[src/rtl/ps2_key_decoder.sv]
// PS/2 keyboard receiver: frames bytes off the raw PS/2 lines, decodes make/break/extended
// prefixes, and tracks one target key as a held/released level.
module ps2_key_decoder #(
    parameter logic [7:0]  TARGET_CODE    = 8'h29,
    parameter int unsigned TIMEOUT_CYCLES = 50000,
    parameter int unsigned TO_BITS        = 16
) (
    input  logic       clk,
    input  logic       resetN,
    input  logic       ps2_clk,
    input  logic       ps2_data,
    output logic [7:0] key_code,
    output logic       key_ext,
    output logic       make,
    output logic       brake,
    output logic       key_down,
    output logic       frame_err
);

    typedef enum logic [1:0] {S_IDLE, S_DATA, S_PARITY, S_STOP} state_t;

    localparam logic [TO_BITS-1:0] TO_MAX = TO_BITS'(TIMEOUT_CYCLES);

    logic               clk_meta_q, clk_s_q, clk_prev_q;
    logic               dat_meta_q, dat_s_q;
    state_t             state_q, state_d;
    logic [2:0]         bit_cnt_q, bit_cnt_d;
    logic [7:0]         shreg_q, shreg_d;
    logic               par_q, par_d;
    logic [TO_BITS-1:0] to_cnt_q, to_cnt_d;
    logic               byte_valid_q, byte_valid_d;
    logic               brk_pend_q, brk_pend_d;
    logic               ext_pend_q, ext_pend_d;
    logic [7:0]         key_code_q, key_code_d;
    logic               key_ext_q, key_ext_d;
    logic               make_q, make_d;
    logic               brake_q, brake_d;
    logic               key_down_q, key_down_d;
    logic               frame_err_q, frame_err_d;
    logic               fall;
    logic               timeout;

    assign fall    = clk_prev_q & ~clk_s_q;
    assign timeout = (state_q != S_IDLE) && (to_cnt_q == TO_MAX) && !fall;

    always_comb begin
        state_d      = state_q;
        bit_cnt_d    = bit_cnt_q;
        shreg_d      = shreg_q;
        par_d        = par_q;
        to_cnt_d     = to_cnt_q;
        byte_valid_d = 1'b0;
        frame_err_d  = 1'b0;
        brk_pend_d   = brk_pend_q;
        ext_pend_d   = ext_pend_q;
        key_code_d   = key_code_q;
        key_ext_d    = key_ext_q;
        make_d       = 1'b0;
        brake_d      = 1'b0;
        key_down_d   = key_down_q;

        if (fall || state_q == S_IDLE) begin
            to_cnt_d = '0;
        end else if (to_cnt_q != TO_MAX) begin
            to_cnt_d = to_cnt_q + TO_BITS'(1);
        end

        if (timeout) begin
            state_d     = S_IDLE;
            frame_err_d = 1'b1;
        end else if (fall) begin
            unique case (state_q)
                S_IDLE: begin
                    if (!dat_s_q) begin
                        state_d   = S_DATA;
                        bit_cnt_d = '0;
                    end else begin
                        frame_err_d = 1'b1;
                    end
                end
                S_DATA: begin
                    shreg_d   = {dat_s_q, shreg_q[7:1]};
                    bit_cnt_d = bit_cnt_q + 3'd1;
                    if (bit_cnt_q == 3'd7) state_d = S_PARITY;
                end
                S_PARITY: begin
                    par_d   = dat_s_q;
                    state_d = S_STOP;
                end
                S_STOP: begin
                    if (dat_s_q && (^{shreg_q, par_q})) byte_valid_d = 1'b1;
                    else                                frame_err_d  = 1'b1;
                    state_d = S_IDLE;
                end
                default: state_d = S_IDLE;
            endcase
        end

        // shreg is stable here: two falls can never occur on consecutive clocks.
        if (byte_valid_q) begin
            if (shreg_q == 8'hF0) begin
                brk_pend_d = 1'b1;
            end else if (shreg_q == 8'hE0) begin
                ext_pend_d = 1'b1;
            end else begin
                key_code_d = shreg_q;
                key_ext_d  = ext_pend_q;
                brake_d    = brk_pend_q;
                make_d     = ~brk_pend_q;
                brk_pend_d = 1'b0;
                ext_pend_d = 1'b0;
                if (shreg_q == TARGET_CODE && !ext_pend_q) key_down_d = ~brk_pend_q;
            end
        end

        if (timeout) begin
            brk_pend_d = 1'b0;
            ext_pend_d = 1'b0;
        end
    end

    always_ff @(posedge clk or negedge resetN) begin
        if (!resetN) begin
            clk_meta_q   <= 1'b1;
            clk_s_q      <= 1'b1;
            clk_prev_q   <= 1'b1;
            dat_meta_q   <= 1'b1;
            dat_s_q      <= 1'b1;
            state_q      <= S_IDLE;
            bit_cnt_q    <= '0;
            shreg_q      <= '0;
            par_q        <= 1'b0;
            to_cnt_q     <= '0;
            byte_valid_q <= 1'b0;
            brk_pend_q   <= 1'b0;
            ext_pend_q   <= 1'b0;
            key_code_q   <= '0;
            key_ext_q    <= 1'b0;
            make_q       <= 1'b0;
            brake_q      <= 1'b0;
            key_down_q   <= 1'b0;
            frame_err_q  <= 1'b0;
        end else begin
            clk_meta_q   <= ps2_clk;
            clk_s_q      <= clk_meta_q;
            clk_prev_q   <= clk_s_q;
            dat_meta_q   <= ps2_data;
            dat_s_q      <= dat_meta_q;
            state_q      <= state_d;
            bit_cnt_q    <= bit_cnt_d;
            shreg_q      <= shreg_d;
            par_q        <= par_d;
            to_cnt_q     <= to_cnt_d;
            byte_valid_q <= byte_valid_d;
            brk_pend_q   <= brk_pend_d;
            ext_pend_q   <= ext_pend_d;
            key_code_q   <= key_code_d;
            key_ext_q    <= key_ext_d;
            make_q       <= make_d;
            brake_q      <= brake_d;
            key_down_q   <= key_down_d;
            frame_err_q  <= frame_err_d;
        end
    end

    assign key_code  = key_code_q;
    assign key_ext   = key_ext_q;
    assign make      = make_q;
    assign brake     = brake_q;
    assign key_down  = key_down_q;
    assign frame_err = frame_err_q;

endmodule

[config.mk]
export PLATFORM = sky130hd
export DESIGN_NAME = ps2_key_decoder
export DESIGN_NICKNAME = d
export VERILOG_FILES = /design/src/rtl/ps2_key_decoder.sv
export SDC_FILE = /design/constraint.sdc
export NUM_CORES = 1
export LEC_CHECK = 0
export CORE_ASPECT_RATIO = 1.4
export CORE_UTILIZATION = 58
export DETAILED_ROUTE_END_ITERATION = 6
export PLACE_DENSITY = 0.84
export SYNTH_ARGS = -nofsm -noshare
export SYNTH_HDL_FRONTEND = slang
export SYNTH_SLANG_ARGS = --single-unit
[constraint.sdc]
create_clock -name clk -period 2.2 [get_ports clk]
set_clock_uncertainty 0.05 [all_clocks]
set_input_delay 0.44 -clock clk [delete_from_list [all_inputs] [get_ports clk]]
set_output_delay 0.44 -clock clk [all_outputs]
set_load 0.02 [all_outputs]
==> run_results.csv, run 1 <==
group,metric,value,unit
route,drt-wirelength-per-cell,15.0,um
route,drtPass1Iterations,6,
synthesis,synth_area_leader_cell,"dfrtp_1",
global_routing,grt_pass1_wl,7.67,mm
synthesis,syn_avg_cell_area,10.4,um^2
timing,worst_slew_pin_slew,0.566,ns
timing,min_period_over_period,0.848,
final_layout,final_nets,263,
placement,place_inst,287,
power,p_clk_frac,0.191,
final_layout,finish.instance_area,2730,um^2
timing,rsz0062_at_grt,"false",
run,drv_cap,0,
critical_path,cp-start-kind,"register",
cts,cts.clk_slew.worst_paths,0.09,ns
cts,clock_latency,0.31,ns
route,wl,4.43,mm
synthesis,seq_area_frac_synth,0.527,
cts,clock_path_buffers,2,
power,totalPowerFinal,2.83,mW
status,status,"finished with violations",
power,peakVddDrop,0.574,mV
power,p_per_area,1040,nW/um^2
cts,clock-sinks,51,
status,violations,"DRC",
route,vias,1732,
synthesis,synthCells,235,
die,die_area,4470,um^2
critical_path,critPathMaxFanout,18,
cts,cts_buffers,5,
synthesis,ys_async_sr_fraction,1.00,
synthesis,synth_top_cell_area_share,0.473,
global_routing,antenna_found_initial,0,
critical_path,path_class,"register to register",
placement,gp_congestion,0.878,
route,first_iter_violations,102,
global_routing,first_global_vias,1742,
cts,cts_resized,0,
placement,dp.final_hpwl,3.23,mm
power,p_int,1.81,mW
synthesis,synthTopCellsByArea,"dfrtp_1 47%, dfstp_2 5.4%, nand2_1 4.9%, ha_1 4.1%, xnor2_1 3.6%",
die,core_area,3990,um^2
final_layout,final_cell_mix,"46 x dfrtp_1, 32 x nand2_1, 22 x nor2_1, 15 x clkdlybuf4s50_1, 12 x a21oi_1",
synthesis,synth_area,2430,um^2
global_routing,gr-total-overflow,0,
cts,postCtsSetupBuffers,0,
critical_path,critPathRequiredTime,2.33,ns
timing,timing.fmax,536,MHz
global_routing,grt_max_degree,28,
cts,cts.root.buffer_cell,"clkbuf_8",
timing,fin_hold_ws,0.0627,ns
power,p_switching,1.02,mW
synthesis,synth_nets,247,
die,start_util,0.611,
timing,finalCriticalPeriod,1.86,ns
power,leakage,1.21,nW
cts,htreeDepth,2,
timing,final_max_slew_viol_count,0,
cts,cts_tree,"done",
final_layout,layout_commonest_cell,"dfrtp_1",
cts,hold_buffers,0,
placement,place_area,2640,um^2
final_layout,areaGrowthSynthToFinish,12.1,%
route,drcViolationCount,4,
synthesis,dominantRegCellSynth,"dfrtp_1",
synthesis,yosys_warnings,0,
final_layout,drive_gt1_frac,0.107,
global_routing,grt.total_usage,0.225,
die,die_y,78.7,um
timing,slew_headroom,0.623,
power,switching_share,0.360,
timing,setup_viol,0,
timing,hold_viol,0,
min_path,worstHoldPathType,"primary input to async pin",
route,postRouteAntennaNets,0,
critical_path,end_kind,"register",
placement,numPortBuffers,16,
power,p_seq_frac,0.460,
synthesis,synth_edf_count,0,
final_layout,instances_no_fill,295,
synthesis,synth_seq_cells,51,
synthesis,ys_types,39,
timing,fin_setup_tns,0,ns
route,avgViaCountPerCell,5.87,
critical_path,critPathArrivalTime,1.99,ns
die,rows,27,
final_layout,final_util,0.685,
power,power_frac_comb,0.350,
final_layout,diodes,0,
placement,post-place-ws,0.357,ns
die,die_w,56.8,um
die,ios,17,
timing,fin_ws,0.335,ns
## kinds of logic after synthesis
logic type,synth area share
AND/OR/NAND/NOR,0.208
XOR/XNOR,0.0704
buffers and inverters,0.0303
flip-flops,0.527
multiplexers,0.0452
AO/OA/AOI/OAI,0.0786
adder cells (fa/ha/maj),0.0411
## synth_stat cells (6+ instances only)
master and number:
dfrtp_1 46, clkbuf_1 8, nand3_1 11, a21oi_1 12, inv_1 9, ha_1 8, xnor2_1 10, o21ai_0 6
nor3_1 6, xor2_1 7, nand4_1 7, nand2_1 32, mux2_2 7, nor2_1 22
## per-layer routing
layer / vias up / part of all wire / track usage
met3: 8 / 0.024 / 0.0412
met4: 0 / 0.015 / 0.0976
li1: 837 / - / -
met5: - / 0 / 0
met2: 25 / 0.52 / 0.389
met1: 862 / 0.44 / 0.274
## state kept, by name, summed over array words and instances (netlist names), 2 cells and up
register	count
state_q	2
to_cnt_q	16
shreg_q	8
key_code	8
bit_cnt_q	3
## power by group through the flow
stage	Sequential [mW]	Combinational [mW]	Clock (mW)
2_1_floorplan	1.30	0.735	0
3_3_place_gp	1.32	0.955	0
3_5_place_dp	1.32	0.991	0
4_1_cts	1.30	0.997	0.558
5_1_grt	1.33	1.14	0.596
6_report	1.30	0.989	0.539
## final cells by class
type / instances / area [um^2]
Inverter: 9 / 33.8
Multi-Input combinational cell: 165 / 1080
Fill cell: 306 / 1260
Timing Repair Buffer: 19 / 190
Sequential cell: 51 / 1280
Tap cell: 43 / 53.8
Clock buffer: 5 / 68.8
Clock inverter: 3 / 22.5
## path summary, 6_finish.rpt
path	start	end	slack [ns]	depth (start not counted)
min	resetN	key_code[1]	0.06	1
max reg2reg	state_q[0]	state_q[1]	0.34	5
max in group asynchronous	resetN	clk_s_q	1.41	2
min reg2reg	dat_meta_q	dat_s_q	0.30	0
max	state_q[0]	state_q[1]	0.34	5
min in group clk	dat_meta_q	dat_s_q	0.30	0
## critical path: stages, from the launching register on
cell and delay, ns:
dfrtp_1 0.40, inv_1 0.08, ha_1 0.31, or2_2 0.48, nor2_1 0.32, nor2_1 0.09
Note: power is estimated with default switching activity, not from simulation.
==> inputs of run 2 (changes only) <==
==> constraint.sdc (replaced) <==
create_clock -name clk -period 2 [get_ports clk]
set_clock_uncertainty 0.05 [all_clocks]
set_input_delay 0.4 -clock clk [delete_from_list [all_inputs] [get_ports clk]]
set_output_delay 0.4 -clock clk [all_outputs]
set_load 0.02 [all_outputs]
==> run 2 against run 1 <==
The run still ends with DRC left. Final cell count is 0.68% higher. Hold slack worse by 0.058 ns. Clock-buffer cell count stayed put. Via count is 0.75% higher. Global-route usage is 0.57 points higher. Maximum frequency is 1.5% higher. Flip-flop and latch count stayed put. Sequential power is 11% higher. Utilization is 0.97 points higher. Critical endpoint is now frame_err. Largest cell class unchanged. Largest power group unchanged. Highest routed layer unchanged.
==> run_results.csv, run 2 (synthesis gave the netlist of run 1 again) <==
group,metric,value,unit
final_layout,final_cell_mix,"46 x dfrtp_1, 32 x nand2_1, 22 x nor2_1, 15 x clkdlybuf4s50_1, 12 x a21oi_1",
route,wl,4.54,mm
critical_path,critPathRequiredTime,2.13,ns
die,ios,17,
final_layout,regArea,1280,um^2
power,totalPowerFinal,3.29,mW
route,drt-wirelength-per-cell,15.3,um
cts,clock_latency,0.31,ns
cts,cts.root.buffer_cell,"clkbuf_8",
critical_path,r2r-start,"to_cnt_q[0]",
critical_path,r2r_end,"frame_err",
die,start_util,0.611,
timing,setup_viol,0,
status,violations,"DRC",
final_layout,instances_no_fill,297,
min_path,worstHoldPathType,"primary input to async pin",
global_routing,grt_max_degree,52,
timing,fin_ws,0.163,ns
critical_path,cp-startpoint,"to_cnt_q[0]",
placement,dp.final_hpwl,3.19,mm
cts,cts.clk_slew.worst_paths,0.09,ns
timing,timing.fmax,544,MHz
critical_path,reg2reg_slack,0.16,ns
global_routing,antenna_found_initial,0,
final_layout,largest-register,"to_cnt_q",
timing,fin_setup_tns,0,ns
cts,clock-sinks,51,
die,die_y,78.7,um
run,drv_cap,0,
timing,slew_headroom,0.698,
route,avgViaCountPerCell,5.88,
timing,hold_viol,0,
cts,hold_buffers,0,
critical_path,cp-start-kind,"register",
route,postRouteAntennaNets,0,
cts,cts_resized,0,
cts,postCtsSetupBuffers,0,
die,die_w,56.8,um
final_layout,fillCellCount,321,
final_layout,final_util,0.695,
final_layout,largest_reg_flops,16,
die,core_area,3990,um^2
final_layout,drive_gt1_frac,0.114,
placement,numPortBuffers,16,
die,die_area,4470,um^2
critical_path,path_class,"register to register",
power,p_per_area,1190,nW/um^2
cts,cts_tree,"done",
timing,final_max_slew_viol_count,0,
final_layout,areaGrowthSynthToFinish,13.7,%
global_routing,first_global_vias,1823,
timing,min_period_over_period,0.918,
route,drcViolationCount,4,
timing,rsz0062_at_grt,"false",
final_layout,final_nets,265,
status,status,"finished with violations",
final_layout,diodes,0,
placement,place_area,2650,um^2
route,first_iter_violations,103,
final_layout,layout_commonest_cell,"dfrtp_1",
final_layout,multi_input_comb_area,1080,um^2
route,vias,1745,
power,leakage,1.23,nW
critical_path,critPathArrivalTime,1.97,ns
global_routing,gr-total-overflow,0,
global_routing,grt.total_usage,0.231,
critical_path,critPathMaxFanout,4,
placement,place_inst,289,
cts,htreeDepth,2,
critical_path,reg2reg_depth,6,
placement,gp_congestion,0.868,
timing,fin_hold_ws,0.00480,ns
cts,cts_buffers,5,
critical_path,end_kind,"register",
route,drtPass1Iterations,6,
global_routing,grt_pass1_wl,7.91,mm
critical_path,crit_end,"frame_err",
die,rows,27,
final_layout,finish.instance_area,2770,um^2
power,peakVddDrop,0.758,mV
timing,finalCriticalPeriod,1.84,ns
cts,clock_path_buffers,2,
placement,post-place-ws,0.188,ns
timing,worst_slew_pin_slew,0.442,ns
## run 2: cell count changes in the layout (fill, tap and decap cells not counted)
cell / delta
buf_4: +2
bufinv_16: +1
clkinv_2: -1
clkinv_4: -1
clkinvlp_4: +1
## run 2: worst min-delay path by stage
stage / depth (start not counted) / startpoint / end
2_1_floorplan: 0 / resetN / bit_cnt_q[0]
3_3_place_gp: 0 / clk_meta_q / clk_s_q
3_5_place_dp: 0 / clk_meta_q / clk_s_q
4_1_cts: 2 / resetN / key_code[3]
5_1_grt: 2 / resetN / key_code[3]
6_report: 2 / resetN / brake
## run 2: final cells by class
| cell class | count | share of cell area |
|---|---|---|
| repair buffers | 21 | 0.0741 |
| flip-flops and latches | 51 | 0.463 |
| multi-input cells | 165 | 0.390 |
| inverters | 9 | 0.0122 |
| well taps | 43 | 0.0194 |
| clock inverters | 3 | 0.0167 |
| clock buffers | 5 | 0.0249 |
## run 2: power breakdown
part	switching [mW]	internal (mW)
registers	0.217	1.23
logic	0.588	0.538
clock network	0.343	0.377
## run 2: routing by layer
layer  track usage  vias up  routed length (um)
met5             0        -                   0
met4        0.0927        0                  71
met3        0.0412        9                 145
met2         0.435       37                2440
met1         0.252      857                1880
li1              -      842                   -
## run 2: critical path, stage by stage, from the launching register on
cell and delay (ns):
dfrtp_1 0.39, inv_1 0.08, ha_1 0.19, and3_1 0.19, and4_1 0.21, a2111oi_0 0.49
nor3_1 0.10
==> inputs of run 3 (changes only) <==
--- a/config.mk
+++ b/config.mk
@@ -7,6 +7,7 @@
 export LEC_CHECK = 0
 export CORE_ASPECT_RATIO = 1.4
 export CORE_UTILIZATION = 58
+export CTS_CLUSTER_DIAMETER = 150
 export DETAILED_ROUTE_END_ITERATION = 6
 export PLACE_DENSITY = 0.84
 export SYNTH_ARGS = -nofsm -noshare
==> results of run 3 <==
The final DEF is identical to that of run 2; final timing and power are the same.
